**config.mk**
```make
export PLATFORM = sky130hd
export DESIGN_NAME = hazard_control_unit_flat
export DESIGN_NICKNAME = d
export VERILOG_FILES = /design/src/rtl/hazard_control_unit_pkg.sv /design/src/rtl/hazard_control_unit_if.sv /design/src/rtl/hazard_control_unit_sat_counter.sv /design/src/rtl/hazard_control_unit.sv /design/src/flat_wrapper.sv
export SDC_FILE = /design/constraint.sdc
export NUM_CORES = 1
export LEC_CHECK = 0
export ABC_AREA = 1
export CORE_AREA = 2 2 71 73
export DETAILED_ROUTE_END_ITERATION = 6
export DIE_AREA = 0 0 73 75
export DONT_BUFFER_PORTS = 1
export PLACE_DENSITY_LB_ADDON = 0.1
export SLEW_MARGIN = 20
export SYNTH_ARGS = -nofsm -noshare
export SYNTH_HDL_FRONTEND = slang
export SYNTH_SLANG_ARGS = --single-unit
```
**constraint.sdc**
```tcl
create_clock -name clk -period 4.4 [get_ports clk]
set_input_delay 0.44 -clock clk [delete_from_list [all_inputs] [get_ports clk]]
set_output_delay 0.44 -clock clk [all_outputs]
set_load 0.05 [all_outputs]
```
**src/rtl/hazard_control_unit_pkg.sv**
```systemverilog
// hazard_control_unit_pkg: shared state encoding and constants for the hazard controller
package hazard_control_unit_pkg;

    typedef enum logic [1:0] {
        RUN   = 2'd0,
        HOLD  = 2'd1,
        ERROR = 2'd2
    } state_t;

    localparam logic [4:0] REG_ZERO = 5'd0;

endpackage

```
**src/rtl/hazard_control_unit_if.sv**
```systemverilog
// hazard_control_unit_if: pipeline-side hazard inputs and stage control outputs
interface hazard_control_unit_if #(parameter int CNT_W = 16);

    logic [4:0]       IF_ID_rs;
    logic [4:0]       IF_ID_rt;
    logic             IF_ID_usesRt;
    logic             ID_EX_memRead;
    logic [4:0]       ID_EX_rt;
    logic             EX_branchTaken;
    logic             MEM_memBusy;
    logic             PC_write;
    logic             IF_ID_write;
    logic             IF_ID_flush;
    logic             ID_EX_bubble;
    logic             ID_EX_write;
    logic             EX_MEM_write;
    logic             MEM_WB_bubble;
    logic             memTimeout;
    logic [CNT_W-1:0] stallCycles;
    logic [CNT_W-1:0] flushCount;

    modport master (
        output IF_ID_rs, IF_ID_rt, IF_ID_usesRt, ID_EX_memRead, ID_EX_rt,
               EX_branchTaken, MEM_memBusy,
        input  PC_write, IF_ID_write, IF_ID_flush, ID_EX_bubble, ID_EX_write,
               EX_MEM_write, MEM_WB_bubble, memTimeout, stallCycles, flushCount
    );

    modport slave (
        input  IF_ID_rs, IF_ID_rt, IF_ID_usesRt, ID_EX_memRead, ID_EX_rt,
               EX_branchTaken, MEM_memBusy,
        output PC_write, IF_ID_write, IF_ID_flush, ID_EX_bubble, ID_EX_write,
               EX_MEM_write, MEM_WB_bubble, memTimeout, stallCycles, flushCount
    );

endinterface

```
**src/rtl/hazard_control_unit_sat_counter.sv**
```systemverilog
// sat_counter: up counter that sticks at all-ones, with synchronous clear
module sat_counter #(parameter int W = 16) (
    input  logic         clk,
    input  logic         rst_n,
    input  logic         clr,
    input  logic         inc,
    output logic [W-1:0] count
);

    always_ff @(posedge clk) begin
        if (!rst_n || clr)
            count <= '0;
        else if (inc && count != '1)
            count <= count + 1'b1;
    end

endmodule

```
**src/rtl/hazard_control_unit.sv**
```systemverilog
// hazard_control_unit: load-use stalls, taken-branch squash and memory-busy freeze for a 5-stage pipeline
module hazard_control_unit
    import hazard_control_unit_pkg::*;
#(
    parameter int CNT_W   = 16,
    parameter int TIMEOUT = 64
) (
    input logic                  clk,
    input logic                  rst_n,
    hazard_control_unit_if.slave bus
);

    localparam int BW = $clog2(TIMEOUT + 1);

    state_t        state, state_next;
    logic [BW-1:0] busy_cnt;
    logic          load_use, active, freeze, branch, stall;

    always_ff @(posedge clk) begin
        if (!rst_n)
            state <= RUN;
        else
            state <= state_next;
    end

    // while rst_n is low every control output falls back to the free-running defaults
    always_comb begin
        load_use = bus.ID_EX_memRead && bus.ID_EX_rt != REG_ZERO &&
                   (bus.ID_EX_rt == bus.IF_ID_rs || (bus.IF_ID_usesRt && bus.ID_EX_rt == bus.IF_ID_rt));
        active = rst_n && state != ERROR;
        freeze = rst_n && (state == ERROR || bus.MEM_memBusy);
        branch = active && !bus.MEM_memBusy && bus.EX_branchTaken;
        stall  = active && !bus.MEM_memBusy && !bus.EX_branchTaken && load_use;
        bus.PC_write      = !freeze && !stall;
        bus.IF_ID_write   = !freeze && !stall;
        bus.IF_ID_flush   = branch;
        bus.ID_EX_bubble  = branch || stall;
        bus.ID_EX_write   = !freeze;
        bus.EX_MEM_write  = !freeze;
        bus.MEM_WB_bubble = freeze;
        bus.memTimeout    = state == ERROR;
        state_next = state == ERROR ? ERROR :
                     !bus.MEM_memBusy ? RUN :
                     (state == HOLD && busy_cnt == BW'(TIMEOUT - 1)) ? ERROR : HOLD;
    end

    sat_counter #(.W(CNT_W)) u_stall_cnt (
        .clk   (clk),
        .rst_n (rst_n),
        .clr   (1'b0),
        .inc   (active && (bus.MEM_memBusy || stall)),
        .count (bus.stallCycles)
    );

    sat_counter #(.W(CNT_W)) u_flush_cnt (
        .clk   (clk),
        .rst_n (rst_n),
        .clr   (1'b0),
        .inc   (branch),
        .count (bus.flushCount)
    );

    sat_counter #(.W(BW)) u_busy_cnt (
        .clk   (clk),
        .rst_n (rst_n),
        .clr   (!bus.MEM_memBusy),
        .inc   (active && bus.MEM_memBusy),
        .count (busy_cnt)
    );

endmodule

```
**src/flat_wrapper.sv**
```systemverilog
// flat-port wrapper written by rule: the top's interface ports become plain ports
module hazard_control_unit_flat import hazard_control_unit_pkg::*;
#(
    parameter int CNT_W   = 16,
    parameter int TIMEOUT = 64
)
  (clk, rst_n, bus_IF_ID_rs, bus_IF_ID_rt, bus_IF_ID_usesRt, bus_ID_EX_memRead, bus_ID_EX_rt, bus_EX_branchTaken, bus_MEM_memBusy, bus_PC_write, bus_IF_ID_write, bus_IF_ID_flush, bus_ID_EX_bubble, bus_ID_EX_write, bus_EX_MEM_write, bus_MEM_WB_bubble, bus_memTimeout, bus_stallCycles, bus_flushCount);
  hazard_control_unit_if #(.CNT_W(CNT_W)) bus_i ();
  input logic clk;
  input logic rst_n;
  input wire logic [$bits(bus_i.IF_ID_rs)-1:0] bus_IF_ID_rs;
  input wire logic [$bits(bus_i.IF_ID_rt)-1:0] bus_IF_ID_rt;
  input wire logic [$bits(bus_i.IF_ID_usesRt)-1:0] bus_IF_ID_usesRt;
  input wire logic [$bits(bus_i.ID_EX_memRead)-1:0] bus_ID_EX_memRead;
  input wire logic [$bits(bus_i.ID_EX_rt)-1:0] bus_ID_EX_rt;
  input wire logic [$bits(bus_i.EX_branchTaken)-1:0] bus_EX_branchTaken;
  input wire logic [$bits(bus_i.MEM_memBusy)-1:0] bus_MEM_memBusy;
  output wire logic [$bits(bus_i.PC_write)-1:0] bus_PC_write;
  output wire logic [$bits(bus_i.IF_ID_write)-1:0] bus_IF_ID_write;
  output wire logic [$bits(bus_i.IF_ID_flush)-1:0] bus_IF_ID_flush;
  output wire logic [$bits(bus_i.ID_EX_bubble)-1:0] bus_ID_EX_bubble;
  output wire logic [$bits(bus_i.ID_EX_write)-1:0] bus_ID_EX_write;
  output wire logic [$bits(bus_i.EX_MEM_write)-1:0] bus_EX_MEM_write;
  output wire logic [$bits(bus_i.MEM_WB_bubble)-1:0] bus_MEM_WB_bubble;
  output wire logic [$bits(bus_i.memTimeout)-1:0] bus_memTimeout;
  output wire logic [$bits(bus_i.stallCycles)-1:0] bus_stallCycles;
  output wire logic [$bits(bus_i.flushCount)-1:0] bus_flushCount;
  assign bus_i.IF_ID_rs = bus_IF_ID_rs;
  assign bus_i.IF_ID_rt = bus_IF_ID_rt;
  assign bus_i.IF_ID_usesRt = bus_IF_ID_usesRt;
  assign bus_i.ID_EX_memRead = bus_ID_EX_memRead;
  assign bus_i.ID_EX_rt = bus_ID_EX_rt;
  assign bus_i.EX_branchTaken = bus_EX_branchTaken;
  assign bus_i.MEM_memBusy = bus_MEM_memBusy;
  assign bus_PC_write = bus_i.PC_write;
  assign bus_IF_ID_write = bus_i.IF_ID_write;
  assign bus_IF_ID_flush = bus_i.IF_ID_flush;
  assign bus_ID_EX_bubble = bus_i.ID_EX_bubble;
  assign bus_ID_EX_write = bus_i.ID_EX_write;
  assign bus_EX_MEM_write = bus_i.EX_MEM_write;
  assign bus_MEM_WB_bubble = bus_i.MEM_WB_bubble;
  assign bus_memTimeout = bus_i.memTimeout;
  assign bus_stallCycles = bus_i.stallCycles;
  assign bus_flushCount = bus_i.flushCount;
  hazard_control_unit #(.CNT_W(CNT_W), .TIMEOUT(TIMEOUT)) u_core (.clk(clk), .rst_n(rst_n), .bus(bus_i));
endmodule
```
**After elaboration in Yosys (flattened, before gate mapping)**

Cells that the tools add are included.

- Word-level logic and storage cells: 50
- Flip-flop bits (word level): 41
- Input port bits: 21
- Output and inout port bits: 40

- $add $sub $neg: 3
- Mux-type cells: 3
- Equal/unequal tests: 9
- Bitwise logic cells: 2
- Reductions and logical operators: 28

Operators with widths:

| cell | count |
|---|---|
| $add A16 B1 Y16 const B | 2 |
| $ne A16 B16 Y1 const B | 2 |
| $logic_and A1 B1 Y1 | 16 |
| $eq A5 B5 Y1 | 2 |
| $add A7 B1 Y7 const B | 1 |
| $eq A7 B6 Y1 const B | 1 |
| $ne A7 B7 Y1 const B | 1 |
| $mux W2 | 3 |
| $logic_not A1 Y1 | 5 |
| $logic_or A1 B1 Y1 | 5 |
| $reduce_bool A5 Y1 | 1 |
| $reduce_or A3 Y1 | 1 |
| $eq A2 B1 Y1 const B | 1 |
| $eq A2 B2 Y1 const B | 1 |
| $ne A2 B2 Y1 const B | 1 |
| $not A1 Y1 | 2 |

**Logic depth before layout (Yosys ltp)**

Gate-level depths: netlist (run 1).

- Depth in word-level cells: 8
- Depth in mapped cells: 13
- Mapped depth without buffers: 12

**Cells and area by module**

Synthesis (run 1) repeated with hierarchy kept, for this count alone.

- Cells, all modules: 432
- Area total of the unflattened synthesis: 2711.4 µm²

By module, submodules not included:

| module | instances | area each (µm²) | cells an instance |
|---|---|---|---|
| sat_counter at u_core.u_flush_cnt ... | 2 | 962.2 | 145 |
| hazard_control_unit | 1 | 396.6 | 83 |
| sat_counter at u_core.u_busy_cnt | 1 | 390.4 | 59 |

**Worst setup path after synthesis (run 1)**

No wires, ideal clock.

- Kind: input -> output
- Start: in rst_n
- End: out bus_PC_write
- Arrival time: 2262 ps
- Data required time: 3960 ps
- Path buffers: 2
- Cell stages on the path: 5
- Slack: 1698 ps
- Cells stage by stage: buf_4 -> nand2_1 -> nand2_1 -> a21oi_1 -> buf_4

RTL lines:

| item | line | source |
|---|---|---|
| from (decl) | flat_wrapper.sv:10 | `input logic rst_n;` |
| $logic_and A1 B1 Y1 | hazard_control_unit.sv:31 | `freeze = rst_n && (state == ERROR \|\| bus.MEM_memBusy);` |
| via bus_MEM_WB_bubble | flat_wrapper.sv:24 | `output wire logic [$bits(bus_i.MEM_WB_bubble)-1:0] bus_MEM_WB_bubble;` |
| $logic_not A1 Y1 | -- |  |
| $logic_and A1 B1 Y1 | -- |  |
| to (decl) | flat_wrapper.sv:18 | `output wire logic [$bits(bus_i.PC_write)-1:0] bus_PC_write;` |

The timed path passes the listed nets, and every way through them passes these cells.

**Final worst setup path (run 1)**

- Start: reg u_core.state[1]
- End: out bus_ID_EX_write

- Cells in the longest elaborated chain, start to end: 4

Ends and longest elaborated chain:

| item | line | source |
|---|---|---|
| from (decl) | hazard_control_unit.sv:15 | `state_t state, state_next;` |
| from (signal assigned) | hazard_control_unit.sv:23 | `state <= state_next;` |
| $eq A2 B2 Y1 | -- |  |
| via bus_memTimeout | flat_wrapper.sv:25 | `output wire logic [$bits(bus_i.memTimeout)-1:0] bus_memTimeout;` |
| $logic_or A1 B1 Y1 | hazard_control_unit.sv:31 |  |
| $logic_and A1 B1 Y1 | hazard_control_unit.sv:31 |  |
| via bus_MEM_WB_bubble | flat_wrapper.sv:24 |  |
| $logic_not A1 Y1 | -- |  |
| to (decl) | flat_wrapper.sv:22 | `output wire logic [$bits(bus_i.ID_EX_write)-1:0] bus_ID_EX_write;` |

The timed path passes the listed nets, and every way through them passes these cells.

==> results of run 1 <==
## area by class of cell
type                    count  area [um^2]
well taps                  54        67.56
clock inverters             1        30.03
fillers                   480         2011
clock buffers               7        86.33
inverters                  73        274.0
multi-input cells         287         1371
flip-flops and latches     41        820.8
## kinds of logic (layout without fill, tap and decap cells)
kind of cell             count (synthesis)  count (layout)  share of synthesized area
AO/OA/AOI/OAI                           38              38                    0.07746
XOR/XNOR                                 5               5                    0.01738
adder cells (fa/ha/maj)                  3               3                    0.01490
buffers and inverters                   84              81                     0.1346
flip-flops                              41              41                     0.3257
AND/OR/NAND/NOR                        241             241                     0.4300
## layer usage
| layer | vias to the layer above | wire length, um | track usage |
|---|---|---|---|
| met4 | 0 | 70 | 0.06996 |
| met3 | 6 | 354 | 0.06024 |
| li1 | 1287 | - | - |
| met2 | 73 | 2423 | 0.3333 |
| met5 | - | 0 | 0 |
| met1 | 1066 | 2461 | 0.2617 |
## state kept, by name, summed over array words and instances (netlist names)
signal                    flops
u_core.u_flush_cnt.count     16
u_core.u_stall_cnt.count     16
u_core.u_busy_cnt.count       7
u_core.state                  2
## critical path, stage by stage (launching register included)
cell	delay, ns
dfxtp_1	0.31
inv_1	0.07
nor2_4	0.39
nand2_1	0.13
nand2_1	0.47
inv_1	0.57
## final timing paths
check	startpoint	to	slack [ns]	cells after the start
worst max register to register	u_core.u_stall_cnt.count[1]$_SDFFE_PN0P_	u_core.u_stall_cnt.count[7]$_SDFFE_PN0P_	2.03	10
worst min-delay path	rst_n	u_core.u_stall_cnt.count[9]$_SDFFE_PN0P_	0.26	2
worst max-delay path	u_core.state[1]$_SDFF_PN0_	bus_ID_EX_write	1.73	5
worst min register to register	u_core.u_busy_cnt.count[0]$_SDFFE_PP0P_	u_core.u_busy_cnt.count[0]$_SDFFE_PP0P_	0.49	2
## power by group through the flow
stage / clock (mW) / combinational (mW) / sequential (mW)
6_report: 0.314 / 0.0646 / 0.397
5_1_grt: 0.335 / 0.0742 / 0.398
4_1_cts: 0.320 / 0.0648 / 0.397
3_5_place_dp: 0 / 0.0646 / 0.406
3_3_place_gp: 0 / 0.0638 / 0.406
2_1_floorplan: 0 / 0.0624 / 0.404
## placed cells by master (no fill, tap or decap)
cell and instances:
nand2_2 2, o21a_1 1, nand3_1 29, ha_1 3
and3_1 2, a21oi_4 1, inv_1 71, nor3_4 2
dfxtp_1 41, nand4_1 20, nor3_1 10, clkbuf_1 1
nand2_1 111, nor2_2 1, bufinv_16 1, nor2_4 1
inv_2 2, a21oi_1 17, nor4_1 2, nand3_2 1
o21ai_0 16, nor2_8 1, o21bai_1 1, xnor2_1 3
xor2_1 2, o21ai_1 2, clkbuf_8 6, nand2_4 1
nor2_1 58
## stage by stage
step | setup slack (ns) | hold slack (ns) | instances
after floorplan | 1.698 | 0.4515 | 412
after global placement | 2.009 | 0.4711 | 455
after detailed placement | 1.981 | 0.4762 | 455
final | 1.729 | 0.2618 | 463
after global routing | 1.589 | 0.2521 | 463
after CTS | 1.651 | 0.2566 | 463
==> flow_summary_export.csv, run 1 <==
group,metric,value,unit
power_and_ir_drop,switchingPower,195.9,uW
synth,synth_edf_count,0,
global_route,gr-total-overflow,0,
placement,hpwl,4016,um
worst_setup_path,setup.worst_path.start_class,"flip-flop",
power_and_ir_drop,peakVddDrop,145.3,uV
placement,portBuffers,0,
timing,finClkSkew,0.006239,ns
clock_tree,cts_resized,0,
drt,first_iter_violations,167,
final_layout,final_net_count,432,
final_layout,finalInstanceArea,0.002650,mm^2
synth,syn_area,0.002520,mm^2
timing,max_slew_margin,0.4454,
timing,max_freq,0.3743,GHz
placement,gp_congestion,0.8054,
synth,synth_cell_types,30,
synth,synth-seq-area-share,0.3257,
clock_tree,cts_hold_buf,0,
clock_tree,cts_tree,"done",
die,dieArea,0.005475,mm^2
synth,synth.most_common_cell,"nand2_1",
status,outcome,"finished, final reports clean",
timing,setup_viol,0,
final_layout,area_delta_synth_final,5.164,%
die,die_w,73,um
die,core_area,0.004661,mm^2
placement,dpl-instance-area,0.002526,mm^2
synth,syn-num-nets,436,
clock_tree,clk_latency,0.29,ns
synth,synthTopCellsByCount,"111 x nand2_1, 71 x inv_1, 58 x nor2_1",
clock_tree,cts.sinks,41,
synth,synth-seq-cells,41,
die,initial_core_util,0.5407,
global_route,antenna_found_initial,0,
power_and_ir_drop,power_density,292.5,mW/mm^2
synth,synth_area_leaders,"dfxtp_1 33%, nand2_1 17%, inv_1 11%, nor2_1 8.6%, nand3_1 5.8%",
timing,rsz0062_at_grt,"no",
synth,netlist_instances,412,
synth,syn_area_per_cell,6.116,um^2
die,io_pins,61,
drt,ant_nets,0,
synth,ys.flop_type,"dfxtp_1",
global_route,grt_pass1_wl,9004,um
power_and_ir_drop,power_frac_seq,0.512,
clock_tree,path_clk_slew,0.08,ns
timing,hold_violations,0,
drt,routed_wl,5309,um
power_and_ir_drop,leakage,1.170,nW
final_layout,antenna_cells,0,
timing,fin_crit_sh,0.6071,
min_path,hold_path_class,"in2reg",
timing,fin_tns_setup,0,ns
synth,synthArstFlopShare,0,
power_and_ir_drop,power_frac_comb,0.083,
worst_setup_path,crit_arrival,2.23,ns
synth,yosys_warnings,0,
drt,wire_per_inst,11.47,um
timing,worst_pin_slew,0.8311,ns
job,drv_cap,0,
worst_setup_path,crit_path_end_kind,"primary output",
synth,yosysTopAreaCell,"dfxtp_1",
drt,firstDrtPassIters,4,
global_route,grt_max_degree,27,
worst_setup_path,critical_path_class,"reg2out",
timing,slew_viol_final,0,
clock_tree,postCtsSetupBuffers,0,
final_layout,drive_above_1_share,0.04645,
clock_tree,htreeDepth,2,
final_layout,fin_util,0.5686,
power_and_ir_drop,finalPower,775.2,uW
timing,post-route-min-period,2.671,ns
clock_tree,numCtsBuffers,5,
clock_tree,clockBufferDepth,2,
worst_setup_path,cp.required,3.96,ns
drt,via_per_inst,5.253,
die,die_h,75,um
global_route,grt_pass1_vias,2087,
power_and_ir_drop,internal_power,579.3,uW
die,rows,25,
global_route,grt.total_usage,0.2054,
power_and_ir_drop,p_sw_frac,0.2527,
worst_setup_path,cp_max_fo,4,
synth,synth_top_area_share,0.3257,
drt,drt_drc_violations_left,0,
power_and_ir_drop,p_clk_frac,0.405,
clock_tree,cts_root_buffer,"clkbuf_8",
drt,via_count,2432,
Power figures use the tool's default switching activity.
==> run 2, diff against run 1 <==
Clock period 4.4 ns to 2.4 ns, I/O delays scaled along.
==> run 2 against run 1 <==
Effect of this change:
- critical path type unchanged
- critical endpoint is now bus_ID_EX_bubble
- worst setup slack worse by 1.5 ns
- critical path depth rose by 2
- first-iteration DRC count increased by 3.6%
- cell area rose by 9.9%
- largest power group unchanged
==> flow_summary_export.csv, run 2 (synthesized netlist as in run 1, its figures left out) <==
group,metric,value,unit
placement,dpl-instance-area,0.002796,mm^2
worst_setup_path,rr_worst_depth,10,
timing,rsz0062_at_grt,"no",
min_path,hold_path_class,"in2reg",
placement,hpwl,4276,um
die,core_area,0.004661,mm^2
status,outcome,"finished, final reports clean",
min_path,worstHoldEndpoint,"u_core.u_flush_cnt.count[9]$_SDFFE_PN0P_",
worst_setup_path,cp.required,2.16,ns
final_layout,drive_above_1_share,0.1236,
global_route,gr-total-overflow,0,
drt,wire_per_inst,11.24,um
drt,via_count,2558,
drt,routed_wl,5609,um
drt,first_iter_violations,173,
clock_tree,cts_hold_buf,0,
power_and_ir_drop,finalPower,1.438,mW
min_path,hold_path_depth,2,
final_layout,finalInstanceArea,0.002913,mm^2
placement,place_ws,0.4137,ns
clock_tree,cts_resized,0,
global_route,grt.total_usage,0.2122,
worst_setup_path,reg2reg_slack,0.40,ns
worst_setup_path,crit_chain,"inv_1, nor2_4, nor2_8, nand4_1, nor2_2, nand2_2, nand2_1",
final_layout,top_regs,"u_core.u_flush_cnt.count (16), u_core.u_stall_cnt.count (16), u_core.u_busy_cnt.count (7)",
timing,post-route-min-period,2.173,ns
final_layout,final_cell_mix,"111 x nand2_1, 71 x inv_1, 58 x nor2_1, 41 x dfxtp_1, 36 x buf_4",
worst_setup_path,crit_arrival,1.93,ns
worst_setup_path,critPathMaxStageDelay,0.38,ns
job,drv_cap,0,
worst_setup_path,timing.rr.start,"u_core.state[1]$_SDFF_PN0_",
drt,firstDrtPassIters,4,
clock_tree,path_clk_slew,0.08,ns
worst_setup_path,cp_num_buf_inv,1,
clock_tree,htreeDepth,2,
placement,portBuffers,0,
power_and_ir_drop,peakVddDrop,289.1,uV
drt,via_per_inst,5.126,
timing,hold_violations,0,
worst_setup_path,critical_path_class,"reg2out",
die,die_h,75,um
timing,setup_viol,0,
clock_tree,cts_root_buffer,"clkbuf_8",
final_layout,stdcell_count,499,
clock_tree,cts.sinks,41,
final_layout,final_net_count,468,
timing,fin_tns_setup,0,ns
clock_tree,clk_latency,0.29,ns
placement,gp_congestion,0.8677,
power_and_ir_drop,power_density,493.6,mW/mm^2
drt,ant_nets,0,
clock_tree,postCtsSetupBuffers,0,
worst_setup_path,cp_max_fo,25,
worst_setup_path,rr_endpoint,"u_core.u_stall_cnt.count[1]$_SDFFE_PN0P_",
worst_setup_path,critPathSlowestCell,"nand2_1",
worst_setup_path,crit_path_end_kind,"primary output",
die,rows,25,
die,initial_core_util,0.5407,
final_layout,antenna_cells,0,
final_layout,layout_commonest_cell,"nand2_1",
global_route,grt_pass1_wl,9163,um
worst_setup_path,crit_family,"simple AND/OR/NAND/NOR gates",
worst_setup_path,setup.worst_path.start_class,"flip-flop",
min_path,hold_path.startpoint,"rst_n",
die,die_w,73,um
die,io_pins,61,
power_and_ir_drop,leakage,1.361,nW
final_layout,area_delta_synth_final,15.59,%
timing,max_freq,0.4602,GHz
timing,max_slew_margin,0.6214,
clock_tree,clockBufferDepth,2,
placement,dp_cells,491,
clock_tree,cts_tree,"done",
timing,fin_crit_sh,0.9054,
timing,setup_ws,0.2270,ns
die,dieArea,0.005475,mm^2
global_route,antenna_found_initial,0,
timing,worst_pin_slew,0.5662,ns
clock_tree,numCtsBuffers,5,
timing,finClkSkew,0.006160,ns
timing,slew_viol_final,0,
global_route,grt_max_degree,27,
global_route,grt_pass1_vias,2103,
drt,drt_drc_violations_left,0,
==> run 2: stage by stage <==
step / utilization / hold WS (ns)
2_1_floorplan: - / 0.4515
3_3_place_gp: 0.6000 / 0.3654
3_5_place_dp: 0.6000 / 0.3700
4_1_cts: 0.6250 / 0.05279
5_1_grt: 0.6250 / 0.05046
6_report: 0.6250 / 0.06316
==> run 2: layout make-up <==
cell class / count / area (um^2)
clock buffers: 7 / 86.33
clock inverters: 1 / 30.03
fillers: 430 / 1748
inverters: 73 / 274.0
multi-input cells: 287 / 1364
flip-flops and latches: 41 / 820.8
well taps: 54 / 67.56
repair buffers: 36 / 270.3
==> run 2: layer usage <==
| layer | wire (um) | global-route usage |
|---|---|---|
| met1 | 2579 | 0.2770 |
| met2 | 2560 | 0.3423 |
| met3 | 389 | 0.05221 |
| met4 | 80 | 0.07613 |
| met5 | 0 | 0 |
==> run 2: worst max-delay path by stage <==
stage	startpoint	to	slack (ns)	depth (start not counted)
2_1_floorplan	u_core.state[1]$_SDFF_PN0_	bus_ID_EX_write	0.24	6
5_1_grt	u_core.state[1]$_SDFF_PN0_	bus_ID_EX_bubble	0.06	7
3_5_place_dp	u_core.state[1]$_SDFF_PN0_	u_core.u_stall_cnt.count[1]$_SDFFE_PN0P_	0.41	10
4_1_cts	u_core.state[1]$_SDFF_PN0_	bus_ID_EX_bubble	0.21	7
6_report	u_core.state[1]$_SDFF_PN0_	bus_ID_EX_bubble	0.23	7
3_3_place_gp	u_core.state[1]$_SDFF_PN0_	u_core.u_stall_cnt.count[6]$_SDFFE_PN0P_	0.47	10
==> run 2: power breakdown <==
part / switching (mW) / internal [mW]
registers: 0.00856 / 0.689
logic: 0.118 / 0.0464
clock network: 0.236 / 0.339
total: 0.363 / 1.07
==> run 2: worst register-to-register path: cells and delay by family (launching register included) <==
family,cells,cell delay [ns]
buffers and inverters,1,0.12
and+or+nand+nor,9,1.48
DFF,1,0.31
